[src/rtl/kamus_mem_arbiter.sv]
// Two-master (instruction fetch / load-store) arbiter onto a single
// request/grant/rvalid memory port. Only one memory transaction is in
// flight at a time; LSU is favoured on contention, with a starvation
// counter that hands IF one grant after STARVE_LIMIT consecutive LSU wins.
//
// state      | meaning
// -----------+----------------------------------------------------------
// ST_IDLE    | arbitrate and drive mem_req_o; a driven, ungranted winner
//            | is locked until mem_gnt_i
// ST_OUT_IF  | fetch granted, waiting for its mem_rvalid_i
// ST_OUT_LSU | load/store granted, waiting for its mem_rvalid_i
module kamus_mem_arbiter #(
   parameter int STARVE_LIMIT = 4
) (
   input  logic        clk_i,
   input  logic        rst_i,
   input  logic        flush_i,
   input  logic        if_req_i,
   input  logic [31:0] if_addr_i,
   output logic        if_gnt_o,
   output logic        if_rvalid_o,
   output logic [31:0] if_rdata_o,
   input  logic        lsu_req_i,
   input  logic        lsu_we_i,
   input  logic [3:0]  lsu_be_i,
   input  logic [31:0] lsu_addr_i,
   input  logic [31:0] lsu_wdata_i,
   output logic        lsu_gnt_o,
   output logic        lsu_rvalid_o,
   output logic [31:0] lsu_rdata_o,
   output logic        mem_req_o,
   output logic        mem_we_o,
   output logic [3:0]  mem_be_o,
   output logic [31:0] mem_addr_o,
   output logic [31:0] mem_wdata_o,
   input  logic        mem_gnt_i,
   input  logic        mem_rvalid_i,
   input  logic [31:0] mem_rdata_i
);

   localparam int CW = $clog2(STARVE_LIMIT + 1);

   localparam logic [1:0] ST_IDLE    = 2'd0;
   localparam logic [1:0] ST_OUT_IF  = 2'd1;
   localparam logic [1:0] ST_OUT_LSU = 2'd2;

   logic [1:0]    state_q, state_d;
   logic          lock_q, lock_d;
   logic          lock_lsu_q, lock_lsu_d;
   logic [CW-1:0] starve_cnt_q, starve_cnt_d;
   logic          drop_q, drop_d;
   logic          store_q, store_d;

   logic if_lock_rel;
   logic lock_eff;
   logic starved;
   logic sel_vld;
   logic sel_lsu;
   logic rsp_if;
   logic rsp_lsu;

   // A locked IF request may only be withdrawn under flush; that releases
   // the lock in the same cycle so LSU can be presented immediately.
   assign if_lock_rel = lock_q & ~lock_lsu_q & flush_i & ~if_req_i;
   assign lock_eff    = lock_q & ~if_lock_rel;
   assign starved     = (starve_cnt_q == CW'(STARVE_LIMIT));

   // Winner selection: a held lock overrides fresh arbitration.
   always_comb begin
      sel_vld = 1'b0;
      sel_lsu = 1'b0;
      if (state_q == ST_IDLE) begin
         if (lock_eff) begin
            sel_vld = 1'b1;
            sel_lsu = lock_lsu_q;
         end else if (lsu_req_i && !(if_req_i && starved)) begin
            sel_vld = 1'b1;
            sel_lsu = 1'b1;
         end else if (if_req_i) begin
            sel_vld = 1'b1;
            sel_lsu = 1'b0;
         end
      end
   end

   assign rsp_if  = (state_q == ST_OUT_IF)  & mem_rvalid_i;
   assign rsp_lsu = (state_q == ST_OUT_LSU) & mem_rvalid_i;

   // Output drive; everything is forced low while reset is asserted.
   always_comb begin
      mem_req_o    = ~rst_i & sel_vld;
      mem_we_o     = ~rst_i & sel_vld & sel_lsu & lsu_we_i;
      mem_be_o     = 4'h0;
      mem_addr_o   = 32'h0;
      mem_wdata_o  = 32'h0;
      if (!rst_i && sel_vld) begin
         mem_be_o    = sel_lsu ? lsu_be_i   : 4'hF;
         mem_addr_o  = sel_lsu ? lsu_addr_i : if_addr_i;
         mem_wdata_o = sel_lsu ? lsu_wdata_i : 32'h0;
      end
      if_gnt_o     = ~rst_i & sel_vld & ~sel_lsu & mem_gnt_i;
      lsu_gnt_o    = ~rst_i & sel_vld &  sel_lsu & mem_gnt_i;
      if_rvalid_o  = ~rst_i & rsp_if & ~drop_q & ~flush_i;
      lsu_rvalid_o = ~rst_i & rsp_lsu;
      if_rdata_o   = if_rvalid_o ? mem_rdata_i : 32'h0;
      lsu_rdata_o  = (lsu_rvalid_o && !store_q) ? mem_rdata_i : 32'h0;
   end

   // Next-state logic for the FSM, lock, starvation counter and drop flag.
   always_comb begin
      state_d      = state_q;
      lock_d       = lock_q;
      lock_lsu_d   = lock_lsu_q;
      starve_cnt_d = starve_cnt_q;
      drop_d       = drop_q;
      store_d      = store_q;
      case (state_q)
         ST_IDLE: begin
            lock_d     = sel_vld & ~mem_gnt_i;
            lock_lsu_d = sel_lsu;
            if (sel_vld && mem_gnt_i) begin
               if (sel_lsu) begin
                  state_d = ST_OUT_LSU;
                  store_d = lsu_we_i;
                  if (if_req_i && !starved) begin
                     starve_cnt_d = starve_cnt_q + CW'(1);
                  end
               end else begin
                  state_d      = ST_OUT_IF;
                  starve_cnt_d = '0;
                  drop_d       = flush_i;
               end
            end
         end
         ST_OUT_IF: begin
            lock_d = 1'b0;
            if (flush_i) begin
               drop_d = 1'b1;
            end
            if (mem_rvalid_i) begin
               state_d = ST_IDLE;
               drop_d  = 1'b0;
            end
         end
         ST_OUT_LSU: begin
            lock_d = 1'b0;
            if (mem_rvalid_i) begin
               state_d = ST_IDLE;
            end
         end
         default: begin
            state_d = ST_IDLE;
            lock_d  = 1'b0;
         end
      endcase
   end

   // State registers with synchronous reset.
   always_ff @(posedge clk_i) begin
      if (rst_i) begin
         state_q      <= ST_IDLE;
         lock_q       <= 1'b0;
         lock_lsu_q   <= 1'b0;
         starve_cnt_q <= '0;
         drop_q       <= 1'b0;
         store_q      <= 1'b0;
      end else begin
         state_q      <= state_d;
         lock_q       <= lock_d;
         lock_lsu_q   <= lock_lsu_d;
         starve_cnt_q <= starve_cnt_d;
         drop_q       <= drop_d;
         store_q      <= store_d;
      end
   end

endmodule

[config.mk]
export PLATFORM = sky130hd
export DESIGN_NAME = kamus_mem_arbiter
export DESIGN_NICKNAME = d
export VERILOG_FILES = /design/src/rtl/kamus_mem_arbiter.sv
export SDC_FILE = /design/constraint.sdc
export NUM_CORES = 1
export LEC_CHECK = 0
export ABC_CLOCK_PERIOD_IN_PS = 2300
export CAP_MARGIN = 20
export CORE_AREA = 2 2 109 111
export DETAILED_ROUTE_END_ITERATION = 6
export DIE_AREA = 0 0 111 113
export PLACE_DENSITY_LB_ADDON = 0.15
export SLEW_MARGIN = 20
export SYNTH_ARGS = -nofsm -noshare
export SYNTH_HDL_FRONTEND = slang
export SYNTH_SLANG_ARGS = --single-unit
[constraint.sdc]
create_clock -name clk_i -period 2.3 [get_ports clk_i]
set_clock_uncertainty 0.05 [all_clocks]
set_input_delay 0.46 -clock clk_i [delete_from_list [all_inputs] [get_ports clk_i]]
set_output_delay 0.46 -clock clk_i [all_outputs]
set_load 0.005 [all_outputs]
==> run summary <==
status - complete, but fails checks
failing checks - setup timing
commonest non-fill, non-tap cell in the layout - clkdlybuf4s50_1
DR vias - 3461
# clock sinks - 9
setup TNS - -11.17 ns
layout overhead on the synthesized area - 225%
ys flop type - dfxtp_1
# IOs - 278
DR top layer - met4
Final HPWL DP - 8.43 mm
Pint - 0.00112 W
Reg2Reg Depth - 10
Seq pwr share - 10.9%
Ant. Diodes - 0
register area share after synthesis - 10.1%
Post-Synthesis Cell Area - 1780 µm²
final net count - 818
worst vdd rail ir drop - 0.411 mV
vias in the first global route - 3378
Die ar. - 12500 µm²
setup slack after layout - -0.322 ns
Die Ht - 113 µm
Multi-input gate area - 1700 µm²
initial core utilization - 15.8%
DRT Wirelength - 12.8 mm
R2R Setup Slk - 0.08 ns
syn avg cell area - 5.94 µm²
Synth async-reset ratio - 0%
Final Non-Filler Cells - 815
IO Port Bufs - 277
Max Slew Vio Count - 0
Clk Latency, worst-skew pair - 0.24 ns
drt drc - 0
Fin. Hold Viols - 0
crit path DAT - 2.11 ns
Leakage - 2.90 nW
All-Layer GR Usage - 17.8%
layout cells sized above 1 - 46.6%
switching share of power - 31.5%
CP startpoint - starve_cnt_q[1]
TritonCTS buffer count - 3
first-pass GRT wire length - 18.3 mm
Least-Margin Pin Slew - 0.374 ns
Fill cells - 1120
max_cap viols - 0
metal2 WL - 7.07 mm
die width - 111 µm
Worst Hold Class - reg2reg
syn_nets - 445
core footprint - 11300 µm²
#FFs+latches synth - 9
YS warnings - 0
Post-DP Area - 5040 µm²
max_slew headroom - 75.0%
Post-synth EDFFs - 0
CP Class - reg2out
crit path max fanout - 6
H-tree depth - 1
routability congestion estimate - 0.815
unrepaired setup endpoints after global routing - yes
Worst Setup EP - mem_addr_o[29]
row cnt - 39
r2r endpoint - drop_q
root cell of the clock tree - clkbuf_16
synth unique cells - 35
sequential cell area - 186 µm²
start of the worst register-to-register path - starve_cnt_q[1]
synthesized netlist cell count - 300
Clk pwr share - 19.1%
Req. time, crit path - 1.79 ns
largest net degree at the start of global routing - 34
PwrDens - 283 nW/µm²
initial antenna violation count - 0
Vias/cell - 4.25
period utilization - 114%
final setup violation count - 77
CTS tree - built
antenna-violating nets left - 0
Reg clk slew, reported paths - 0.04 ns
drt pass-1 iters - 4
placed insts - 739
met3 WL post-DR - 680 µm
P_sw - 0.000516 W
Fmax - 381 MHz
commonest non-fill, non-tap cells in the layout - clkdlybuf4s50_1 (135), buf_4 (66), and2_1 (65)
CP Capture Type - primary output
wire per inst - 15.7 µm
post-route cell area - 5790 µm²
clk buf depth - 2
crit path time final - 2.62 ns
Logic pwr share - 69.9%
CP Launch Type - register
Detailed Route Iter0 Violations - 115
WL met1 - 5.02 mm
grt total ovfl - 0
## critical path, cell delays in order (launching register included)
cell	delay (ns)
dfxtp_2	0.31
inv_2	0.07
ha_4	0.16
nand3_4	0.10
buf_6	0.13
a221o_2	0.42
buf_4	0.17
clkbuf_16	0.14
nand2_1	0.06
a21oi_1	0.06
dlygate4sd2_1	0.26
## cells in the mapped netlist, types with 3 or more instances
| cell | instances | area, µm² |
|---|---|---|
| a21oi_1 | 35 | 175 |
| a31oi_1 | 3 | 18.8 |
| and2_1 | 98 | 613 |
| buf_2 | 4 | 20.0 |
| clkbuf_1 | 19 | 71.3 |
| dfxtp_1 | 9 | 180 |
| ha_1 | 5 | 62.6 |
| inv_1 | 6 | 22.5 |
| nand2_1 | 69 | 259 |
| nand3_1 | 6 | 30.0 |
| nand4_1 | 3 | 18.8 |
| nor2_1 | 7 | 26.3 |
| nor2b_1 | 4 | 25.0 |
| o21a_1 | 5 | 37.5 |
| o21ai_0 | 4 | 20.0 |
## area by class of cell
cell class | instances | share of cell area [%]
clock buffers | 4 | 1.36
well taps | 143 | 3.09
repair buffers | 391 | 62.5
flip-flops and latches | 9 | 3.22
inverters | 6 | 0.389
multi-input cells | 262 | 29.4
## state kept, by name (all words and copies together), names as in the netlist
name          count
lock_lsu_q        1
store_q           1
drop_q            1
lock_q            1
state_q           2
starve_cnt_q      3
## how the worst min path moves through the flow
stage                        from       to  slack [ns]  depth (start not counted)
after floorplan           store_q  store_q        0.40                          2
after global placement    store_q  store_q        0.43                          2
after detailed placement  store_q  store_q        0.43                          2
after CTS                 store_q  store_q        0.47                          2
after global routing      store_q  store_q        0.50                          2
final                     store_q  store_q        0.47                          2
## power groups by stage
stage / clock (W) / sequential [W] / combinational, W
3_5_place_dp: 0 / 0.000178 / 0.000918
6_report: 0.000314 / 0.000180 / 0.00115
2_1_floorplan: 0 / 0.000180 / 0.000277
5_1_grt: 0.000332 / 0.000181 / 0.00123
3_3_place_gp: 0 / 0.000178 / 0.000914
4_1_cts: 0.000320 / 0.000178 / 0.000992
## kinds of logic (layout without fill, tap and decap cells)
kind of cell    Yosys count  in the layout  share of synthesized area [%]
compound gates           59             59                           20.4
buf+inv                  29            401                           6.39
fa+ha+maj                 5              5                           3.51
flops                     9              9                           10.1
simple gates            198            198                           59.6
## metal layers
metal  global-route usage [%]  up-vias
met5                        0        -
met4                     1.33        0
met3                     2.84        4
met2                     36.4      145
met1                     20.1     1573
li1                         -     1739
## what timing repair did
action                                  CTS  global route
gates resized for setup                 334           263
hold endpoints to repair                  0             0
buffers inserted                         29            34
hold buffers                              0             0
endpoints found under the setup margin  138           132
pin swaps                                15            31
cloned                                   12             3
## through the flow
stage	worst slack [ns]	util, %	hold slack [ns]	total power (W)
after floorplan	0.230	-	0.399	0.000457
after global placement	-0.718	44.8	0.426	0.00109
after detailed placement	-0.786	44.8	0.430	0.00110
after CTS	-0.418	48.9	0.469	0.00149
after global routing	-0.385	51.4	0.503	0.00174
final	-0.322	51.4	0.474	0.00164
No activity file was read; power rests on OpenSTA's default activity.
